$ cat config.mk
export PLATFORM = sky130hd
export DESIGN_NAME = pass_enroll_controller
export DESIGN_NICKNAME = d
export VERILOG_FILES = /design/src/rtl/pass_pkg.sv /design/src/rtl/pass_digit_buf.sv /design/src/rtl/pass_enroll_controller.sv
export SDC_FILE = /design/constraint.sdc
export NUM_CORES = 1
export LEC_CHECK = 0
export CAP_MARGIN = 20
export CORE_MARGIN = 4
export CORE_UTILIZATION = 55
export DETAILED_ROUTE_END_ITERATION = 16
export PLACE_DENSITY = 0.77
export SETUP_SLACK_MARGIN = 0.02
export SLEW_MARGIN = 20
export SYNTH_ARGS = -nofsm -noshare
export SYNTH_HDL_FRONTEND = slang
export SYNTH_SLANG_ARGS = --single-unit
$ cat constraint.sdc
create_clock -name clk -period 2.15 [get_ports clk]
set_input_delay 0.3225 -clock clk [delete_from_list [all_inputs] [get_ports clk]]
set_output_delay 0.3225 -clock clk [all_outputs]
set_load 0.005 [all_outputs]
$ cat src/rtl/pass_pkg.sv
// Shared definitions for the password enrollment and password checking blocks.
// Holds the state encoding, slot geometry and the default terminator code.
package pass_pkg;

    localparam int SLOT_BITS = 3;
    localparam int ADDR_W    = 6;
    localparam int DIGIT_W   = 4;
    localparam int DATA_W    = 8;

    localparam int                PASS_MAX_DIGITS = 7;
    localparam logic [DATA_W-1:0] PASS_TERM_CODE  = 8'h1F;

    typedef enum logic [2:0] {
        ST_IDLE    = 3'd0,
        ST_COLLECT = 3'd1,
        ST_COMMIT  = 3'd2,
        ST_TERM    = 3'd3,
        ST_DONE    = 3'd4,
        ST_ERROR   = 3'd5
    } pass_state_t;

    // A slot is eight consecutive words, so the word address is slot concatenated with offset.
    function automatic logic [ADDR_W-1:0] slot_addr(input logic [SLOT_BITS-1:0] slot,
                                                    input logic [SLOT_BITS-1:0] offset);
        return {slot, offset};
    endfunction

endpackage

$ cat src/rtl/pass_digit_buf.sv
// Small register file holding the digits of a password while it is being entered.
// One write port and one asynchronous index read port.
module pass_digit_buf
    import pass_pkg::*;
#(
    parameter int DEPTH = PASS_MAX_DIGITS
) (
    input  logic                 clk,
    input  logic                 wr_en,
    input  logic [SLOT_BITS-1:0] wr_idx,
    input  logic [DIGIT_W-1:0]   wr_data,
    input  logic [SLOT_BITS-1:0] rd_idx,
    output logic [DIGIT_W-1:0]   rd_data
);

    logic [DIGIT_W-1:0] mem [DEPTH];

    always_ff @(posedge clk) begin
        if (wr_en && (int'(wr_idx) < DEPTH)) begin
            mem[wr_idx] <= wr_data;
        end
    end

    // The controller may point one past the last digit while it emits the terminator.
    assign rd_data = (int'(rd_idx) < DEPTH) ? mem[rd_idx] : '0;

endmodule

$ cat src/rtl/pass_enroll_controller.sv
// Collects keypad digits for one user slot and commits them to password memory,
// followed by a terminator word. Rejects empty or over-long entries without writing.
module pass_enroll_controller
    import pass_pkg::*;
#(
    parameter int                MAX_DIGITS = PASS_MAX_DIGITS,
    parameter logic [DATA_W-1:0] TERM_CODE  = PASS_TERM_CODE
) (
    input  logic                 clk,
    input  logic                 rst,
    input  logic                 enroll_start,
    input  logic [SLOT_BITS-1:0] address_user,
    input  logic [DIGIT_W-1:0]   pass_input,
    input  logic                 pass_load,
    input  logic                 pass_pound,
    output logic                 wr_en_pwd,
    output logic [ADDR_W-1:0]    address_pass,
    output logic [DATA_W-1:0]    data_pwd,
    output logic                 busy,
    output logic                 done,
    output logic                 wrong_len
);

    localparam logic [SLOT_BITS-1:0] MAX_CNT = SLOT_BITS'(MAX_DIGITS);

    pass_state_t          state;
    logic [SLOT_BITS-1:0] base_slot;
    logic [SLOT_BITS-1:0] count;
    logic [SLOT_BITS-1:0] idx;

    logic                 buf_wr;
    logic [SLOT_BITS-1:0] buf_rd_idx;
    logic [DIGIT_W-1:0]   buf_rd_data;

    // A pound in the same cycle as a load wins, so that digit never reaches the buffer.
    assign buf_wr     = (state == ST_COLLECT) && pass_load && !pass_pound &&
                        (count != MAX_CNT) && !rst;
    assign buf_rd_idx = (state == ST_COLLECT) ? '0 : idx;

    pass_digit_buf #(
        .DEPTH (MAX_DIGITS)
    ) u_digit_buf (
        .clk     (clk),
        .wr_en   (buf_wr),
        .wr_idx  (count),
        .wr_data (pass_input),
        .rd_idx  (buf_rd_idx),
        .rd_data (buf_rd_data)
    );

    // The first digit word is launched on the pound edge itself, so each state
    // registers the word that will be on the memory bus during the next cycle.
    always_ff @(posedge clk) begin
        if (rst) begin
            state        <= ST_IDLE;
            base_slot    <= '0;
            count        <= '0;
            idx          <= '0;
            wr_en_pwd    <= 1'b0;
            address_pass <= '0;
            data_pwd     <= '0;
            busy         <= 1'b0;
            done         <= 1'b0;
            wrong_len    <= 1'b0;
        end else begin
            wr_en_pwd <= 1'b0;
            case (state)
                ST_IDLE, ST_DONE, ST_ERROR: begin
                    if (enroll_start) begin
                        state     <= ST_COLLECT;
                        base_slot <= address_user;
                        count     <= '0;
                        idx       <= '0;
                        done      <= 1'b0;
                        wrong_len <= 1'b0;
                        busy      <= 1'b1;
                    end
                end

                ST_COLLECT: begin
                    if (pass_pound) begin
                        if (count == '0) begin
                            state     <= ST_ERROR;
                            wrong_len <= 1'b1;
                            busy      <= 1'b0;
                        end else begin
                            state        <= ST_COMMIT;
                            wr_en_pwd    <= 1'b1;
                            address_pass <= slot_addr(base_slot, '0);
                            data_pwd     <= {4'h0, buf_rd_data};
                            idx          <= SLOT_BITS'(1);
                        end
                    end else if (pass_load) begin
                        if (count == MAX_CNT) begin
                            state     <= ST_ERROR;
                            wrong_len <= 1'b1;
                            busy      <= 1'b0;
                        end else begin
                            count <= count + 1'b1;
                        end
                    end
                end

                ST_COMMIT: begin
                    wr_en_pwd <= 1'b1;
                    if (idx == count) begin
                        state        <= ST_TERM;
                        address_pass <= slot_addr(base_slot, count);
                        data_pwd     <= TERM_CODE;
                    end else begin
                        address_pass <= slot_addr(base_slot, idx);
                        data_pwd     <= {4'h0, buf_rd_data};
                        idx          <= idx + 1'b1;
                    end
                end

                ST_TERM: begin
                    state <= ST_DONE;
                    done  <= 1'b1;
                    busy  <= 1'b0;
                end

                default: begin
                    state <= ST_IDLE;
                    busy  <= 1'b0;
                end
            endcase
        end
    end

endmodule
==> results_dict.tcl, run 1 <==
set metrics [dict create \
    multiInputGateArea_um2 961 \
    synth_sequential_area_ratio_pct 56.6 \
    design_power_total_mw 1.85 \
    fin_crit_sh_pct 91.0 \
    cts_post_setup_buffers_inserted 0 \
    worst_hold_path.num_cells 2 \
    timing.critical_path.fanout_max 7 \
    antenna-diode-count 0 \
    cp.arrival_ps 1930 \
    cp_top_family "simple AND/OR/NAND/NOR gates" \
    placement.cell_area_mm2 0.00279 \
    run_status "complete, no violations" \
    tritoncts.num_buffers 5 \
    stdcell_area_mm2 0.00287 \
    clk_sinks 55 \
    timing.reg2reg.setup_slack_ps 190 \
    finalWeightedCongestion 0.786 \
    hp-start "base_slot[1]$_SDFFE_PP0P_" \
    grt.total_usage_pct 20.4 \
    slew_viols_final 0 \
    ctsResizeCount 0 \
    drc_errors 0 \
    postRouteWirelength_um 5110 \
    clk_transition_reported_paths_ps 90 \
    syn-cell-area_mm2 0.00244 \
    detail_route.wl_per_cell_um 16.3 \
    synth.ff_latch_count 55 \
    final_tns_setup_ps 0 \
    power.static_leakage_nw 0.995 \
    drive_gt1_share_pct 12.2 \
    synth.yosys.warnings 0 \
    max_cap_violations 0 \
    worst_hold_path_endpoint "base_slot[1]$_SDFFE_PP0P_" \
    synth_top_flop_cell "edfxtp_1" \
    coreArea_mm2 0.00414 \
    antenna_left 0 \
    num_io_pins 30 \
    final.setup.worst_slack_ps 194 \
    hold_bufs_at_cts 0 \
    htree_levels 2 \
    synthDistinctLibCells 44 \
    final_core_util_pct 69.3 \
    worst_hold_path_type "reg2reg" \
    unrepaired_setup_endpoints_after_global_routing "false" \
    place.port_buffers 26 \
    filler_cell_count_in_the_final_layout 349 \
    reg2reg_depth 4 \
    drt_pre_antenna_iters 4 \
    crit_chain "or3b_1 > nor4_2 > nand2_1 > nor2_1" \
    layout.area.seq_mm2 0.00138 \
    post_layout_minimum_cycle_time_ps 1960 \
    worst_case_vdd_ir_drop_mv 0.481 \
    endpoint_kind "flip-flop" \
    critical_path_buf_inv_count 0 \
    nets 278 \
    place_ws_ps 93.3 \
    slowest_stage "dfxtp_1" \
    hpwl_um 3830 \
    cpPeakStageDelay_ps 430 \
    grt_pass1_vias 1753 \
    floorplan.rows 23 \
    synth_enable_flop_cells 28 \
    synth_area_per_cell_um2 10.6 \
    worst-endpoint-required_ps 2120 \
    critical_path.reg2reg.endpoint "u_digit_buf.mem[6][2]$_DFFE_PP_" \
    cts_tree "yes" \
    via_per_inst 5.83 \
    final-setup-viol-count 0 \
    die_extent_in_y_um 74.6 \
    fmax_mhz 511 \
    grt_pass1_wl_um 8450 \
    overflow 0 \
    grt_start_max_net_pins 29 \
    regToRegStartpoint "state[0]$_SDFFE_PP0P_" \
    netlist_instances 230 \
    layout-area-overhead-vs-synth_pct 17.7 \
    dr_total_vias 1825 \
    dr.first_iter.drc_count 181 \
    asyncSetResetFlopFracSynth_pct 0 \
    initial_core_util_pct 58.8 \
    timing_hold_violations_final 0 \
    cts-root-buf "clkbuf_8" \
    p_per_area_mw_per_mm2 645 \
    design.die.area_mm2 0.00556 \
    clock_path_buffers 2 \
    die-width_um 74.6 \
    worst-setup-path-type "reg2reg" \
    grt_antenna_before_repair 0 \
    worst_setup_path_start_kind "flip-flop" \
    clk_latency_ps 310 \
    worst_clock_skew_ps 7.55 \
]
power breakdown:
group          total (mW)  switching, mW  leakage (nW)  internal, mW
Sequential           1.13         0.0135         0.471          1.11
Combinational       0.174         0.0959         0.482        0.0779
Clock               0.551          0.322        0.0428         0.229
Total                1.85          0.431         0.995          1.42
cell families (layout without fill, tap and decap cells):
group                      Yosys count  count (layout)  share of synthesized area [%]
xor gates and xnor gates             3               3                           1.08
DFF                                 55              55                           56.6
muxes                                9               9                           3.80
buffers and inverters               22              53                           4.26
other                                1               3                          0.154
and+or+nand+nor                     84              84                           17.9
adders and majority gates            4               4                           2.05
AOI/OAI and AO/OA                   52              52                           14.1
registers in the layout, summed over array words and instances, names as in the netlist:
| signal | flops |
|---|---|
| u_digit_buf.mem | 28 |
| address_pass | 6 |
| data_pwd | 5 |
| base_slot | 3 |
| count | 3 |
| idx | 3 |
| state | 3 |
| busy | 1 |
| done | 1 |
| wr_en_pwd | 1 |
| wrong_len | 1 |
Yosys cell counts (4+ instances only):
library cell   n  area (um^2)
ha_1           4         50.1
clkbuf_1       7         26.3
a211oi_1       7         52.6
buf_4          4         30.0
inv_1          5         18.8
o21ai_0        6         30.0
nand3_1        8         40.0
dfxtp_1       27          541
a21oi_1       20          100
nor3_1         5         25.0
nor2_1        28          105
nand2b_1       5         31.3
edfxtp_1      28          841
buf_2          5         25.0
mux2i_1        7         70.1
nand2_1       19         71.3
cells in the final DEF (no fill, tap or decap), types with 4 or more instances in the layout:
cell type        netlist  routed
buf_4                  4      13
dfxtp_1               27      27
o21ai_0                6       6
a211oi_1               7       7
edfxtp_1              28      28
a21oi_1               20      20
nand2_1               19      19
clkbuf_8               0       5
nor2_1                28      28
nand2b_1               5       5
clkdlybuf4s50_1        0      26
nor3_1                 5       5
mux2i_1                7       7
ha_1                   4       4
nand3_1                8       8
inv_1                  5       5
routing by layer:
metal	up-vias	wire length [um]	global-route usage [%]
met5	-	0	0
met4	0	89	6.92
met3	11	348	4.73
li1	890	-	-
met1	864	2250	27.4
met2	60	2420	32.6
per-stage QoR:
| step | hold slack (ps) | instances |
|---|---|---|
| 3_3_place_gp | 442 | 305 |
| 5_1_grt | 487 | 313 |
| 3_5_place_dp | 452 | 305 |
| 6_report | 466 | 313 |
| 2_1_floorplan | 421 | 232 |
| 4_1_cts | 465 | 313 |
cell type report:
cell class	count	area share, %
clock buffer	6	2.53
clock inverter	2	0.436
inverter	6	0.785
sequential	55	48.1
tap	50	2.18
multi-input combinational	155	33.5
timing repair buffer	39	12.5
worst max path at each step:
stage | from | to | cells after the start
global route | state[0]$_SDFFE_PP0P_ | u_digit_buf.mem[6][2]$_DFFE_PP_ | 4
CTS | state[0]$_SDFFE_PP0P_ | u_digit_buf.mem[6][2]$_DFFE_PP_ | 4
finish | state[0]$_SDFFE_PP0P_ | u_digit_buf.mem[6][2]$_DFFE_PP_ | 4
global placement | pass_pound | u_digit_buf.mem[2][3]$_DFFE_PP_ | 5
floorplan | state[0]$_SDFFE_PP0P_ | u_digit_buf.mem[0][0]$_DFFE_PP_ | 5
detailed placement | pass_pound | u_digit_buf.mem[6][2]$_DFFE_PP_ | 5
worst register-to-register path, cell delays in order, from the launching register on:
cell     delay, ps
dfxtp_1        430
or3b_1         410
nor4_2         280
nand2_1        160
nor2_1         350
Power figures use the tool's default switching activity.
==> run 2: changes to the inputs <==
- GPL_TIMING_DRIVEN: unset -> 0
==> run 2 against run 1 <==
  * Global-route usage increased by 0.70 points
  * Wire length up 6.5%
  * Register-to-register slack lost 80 ps
  * Via count is 4.1% higher
  * Combinational power rose by 4%
  * Clock skew up 1.9 ps
  * Fmax shrank 4.1%
  * Critical path depth grew 2
  * Flip-flop and latch count did not move
==> results_dict.tcl, run 2 (same netlist as run 1, synthesis figures left out) <==
set metrics [dict create \
    cts-root-buf "clkbuf_8" \
    cp-startpoint "count[0]$_SDFFE_PP0P_" \
    final-setup-viol-count 0 \
    grt_start_max_net_pins 18 \
    largestRegisters "u_digit_buf.mem x28, address_pass x6, data_pwd x5" \
    endpoint_kind "flip-flop" \
    floorplan.rows 23 \
    grt_pass1_wl_um 8710 \
    registers.top_by_ff_count "u_digit_buf.mem" \
    via_per_inst 5.97 \
    dr.first_iter.drc_count 160 \
    place_ws_ps -345 \
    power.internal_mw 1.49 \
    part_of_the_total_power_dissipated_in_the_clock_network_pct 32.8 \
    cts_tree "yes" \
    coreArea_mm2 0.00414 \
    htree_levels 2 \
    max_cap_violations 0 \
    place.port_buffers 26 \
    cp_top_family "simple AND/OR/NAND/NOR gates" \
    worst-endpoint-required_ps 2180 \
    drc_errors 0 \
    hpwl_um 3850 \
    largest_reg_flops 28 \
    cpPeakStageDelay_ps 390 \
    multiInputGateArea_mm2 0.00103 \
    grt_pass1_vias 1760 \
    power_frac_seq_pct 57.9 \
    antenna-diode-count 0 \
    grt_antenna_before_repair 0 \
    nets 283 \
    hp-start "base_slot[1]$_SDFFE_PP0P_" \
    fmax_mhz 491 \
    fin_crit_sh_pct 94.8 \
    p_per_area_mw_per_mm2 657 \
    clk_latency_ps 310 \
    drt_pre_antenna_iters 5 \
    worst_clock_skew_ps 9.44 \
    design.die.area_mm2 0.00556 \
    power.share.switching_pct 23.3 \
    design_power_total_mw 1.95 \
    drive_gt1_share_pct 15.3 \
    layout-area-overhead-vs-synth_pct 21.4 \
    worst_hold_path_endpoint "base_slot[1]$_SDFFE_PP0P_" \
    power.static_leakage_nw 1.00 \
    finalWeightedCongestion 0.850 \
    worst_hold_path_type "reg2reg" \
    reg2reg_depth 6 \
    run_status "complete, no violations" \
    clk_sinks 55 \
    slowest_stage "nor4_4" \
    final.setup.worst_slack_ps 112 \
    hold_bufs_at_cts 0 \
    antenna_left 0 \
    detail_route.wl_per_cell_um 17.1 \
    tritoncts.num_buffers 5 \
    filler_cell_count_in_the_final_layout 303 \
    die-width_um 74.6 \
    timing_hold_violations_final 0 \
    critical_path_buf_inv_count 1 \
    initial_core_util_pct 58.8 \
    slew-limit-headroom_pct 62.1 \
    post_layout_minimum_cycle_time_ps 2040 \
    power.combinational.fraction_pct 9.3 \
    cp.arrival_ps 2070 \
    regToRegStartpoint "count[0]$_SDFFE_PP0P_" \
    slew_viols_final 0 \
    critical_path.reg2reg.endpoint "u_digit_buf.mem[1][1]$_DFFE_PP_" \
    tightest_slew_ps 566 \
    layout.area.seq_mm2 0.00138 \
    worst-setup-path-type "reg2reg" \
    overflow 0 \
    crit_path_frequent_cell "ha_1" \
    clk_transition_reported_paths_ps 100 \
    worst_hold_path.num_cells 2 \
    worst_setup_path_start_kind "flip-flop" \
    leading_cell_type_in_the_layout_fill_and_taps_excluded "edfxtp_1" \
    timing.critical_path.fanout_max 5 \
    num_io_pins 30 \
    commonest_cells_after_routing_fill_and_taps_aside "28 x edfxtp_1, 26 x dfxtp_1, 26 x clkdlybuf4s50_1, 23 x nor2_1, 20 x a21oi_1" \
    clock_path_buffers 2 \
    grt.total_usage_pct 21.1 \
    timing.reg2reg.setup_slack_ps 110 \
    dr_total_vias 1900 \
    postRouteWirelength_um 5450 \
    die_extent_in_y_um 74.6 \
    crit_chain "ha_1 > ha_1 > nor4_4 > nand2_2 > nor3_4 > buf_4" \
    worst_case_vdd_ir_drop_mv 0.455 \
    switching_power_uw 453 \
]
run 2: cell count changes in the layout (fill, tap and decap cells not counted), moves of 2 or more:
cell,change
buf_4,-7
clkbuf_1,+7
buf_2,+5
nor2_1,-5
nor2_2,+3
nand2_1,-2
nor2_4,+2
nor3_1,-2
nor3_4,+2
run 2: power groups by stage:
stage / registers [mW] / logic, mW / clock network [mW]
after floorplan: 1.15 / 0.107 / 0
after global placement: 1.15 / 0.171 / 0
after detailed placement: 1.15 / 0.174 / 0
after CTS: 1.13 / 0.176 / 0.638
after global routing: 1.13 / 0.201 / 0.679
final: 1.13 / 0.181 / 0.638
run 2: area by class of cell:
type | instances | share of cell area [%]
sequential | 55 | 46.7
multi-input combinational | 155 | 34.9
timing repair buffer | 28 | 9.29
clock buffer | 7 | 3.30
buffer | 16 | 2.75
tap | 50 | 2.11
inverter | 6 | 0.760
clock inverter | 1 | 0.253
run 2: worst max path at each step:
stage                                       to  cells past startpoint
3_5_place_dp   u_digit_buf.mem[1][2]$_DFFE_PP_                      5
6_report       u_digit_buf.mem[1][1]$_DFFE_PP_                      6
4_1_cts        u_digit_buf.mem[4][1]$_DFFE_PP_                      5
5_1_grt        u_digit_buf.mem[1][1]$_DFFE_PP_                      6
2_1_floorplan  u_digit_buf.mem[0][0]$_DFFE_PP_                      5
3_3_place_gp   u_digit_buf.mem[1][2]$_DFFE_PP_                      5
run 2: per-layer routing:
metal / wire length (um) / track usage, % / vias to the layer above
li1: - / - / 907
met1: 2520 / 30.8 / 922
met2: 2540 / 31.5 / 66
met3: 330 / 4.86 / 5
met4: 48 / 5.93 / 0
met5: 0 / 0 / -
run 2: per-stage QoR:
| stage | std cells | setup TNS [ps] | hold WS [ps] | utilization, % | instance area (um^2) |
|---|---|---|---|---|---|
| after CTS | 316 | -111 | 468 | 70.2 | 2910 |
| after global routing | 318 | -28.2 | 497 | 71.5 | 2960 |
| after detailed placement | 308 | -4710 | 455 | 66.8 | 2770 |
| final | 318 | 0 | 465 | 71.5 | 2960 |
| after floorplan | 232 | 0 | 421 | - | 2450 |
| after global placement | 308 | -5180 | 443 | 66.8 | 2770 |
run 2: what timing repair did:
item / CTS / global route
gates resized for setup: 9 / 8
pin swaps: 0 / 4
endpoints found under the setup margin: 24 / 30
buffers inserted: 0 / 2
run 2: tightest hold or removal path, cell delays in order (launching register included):
cell and delay [ps]:
dfxtp_1 320, nand2_1 50, a21oi_1 50
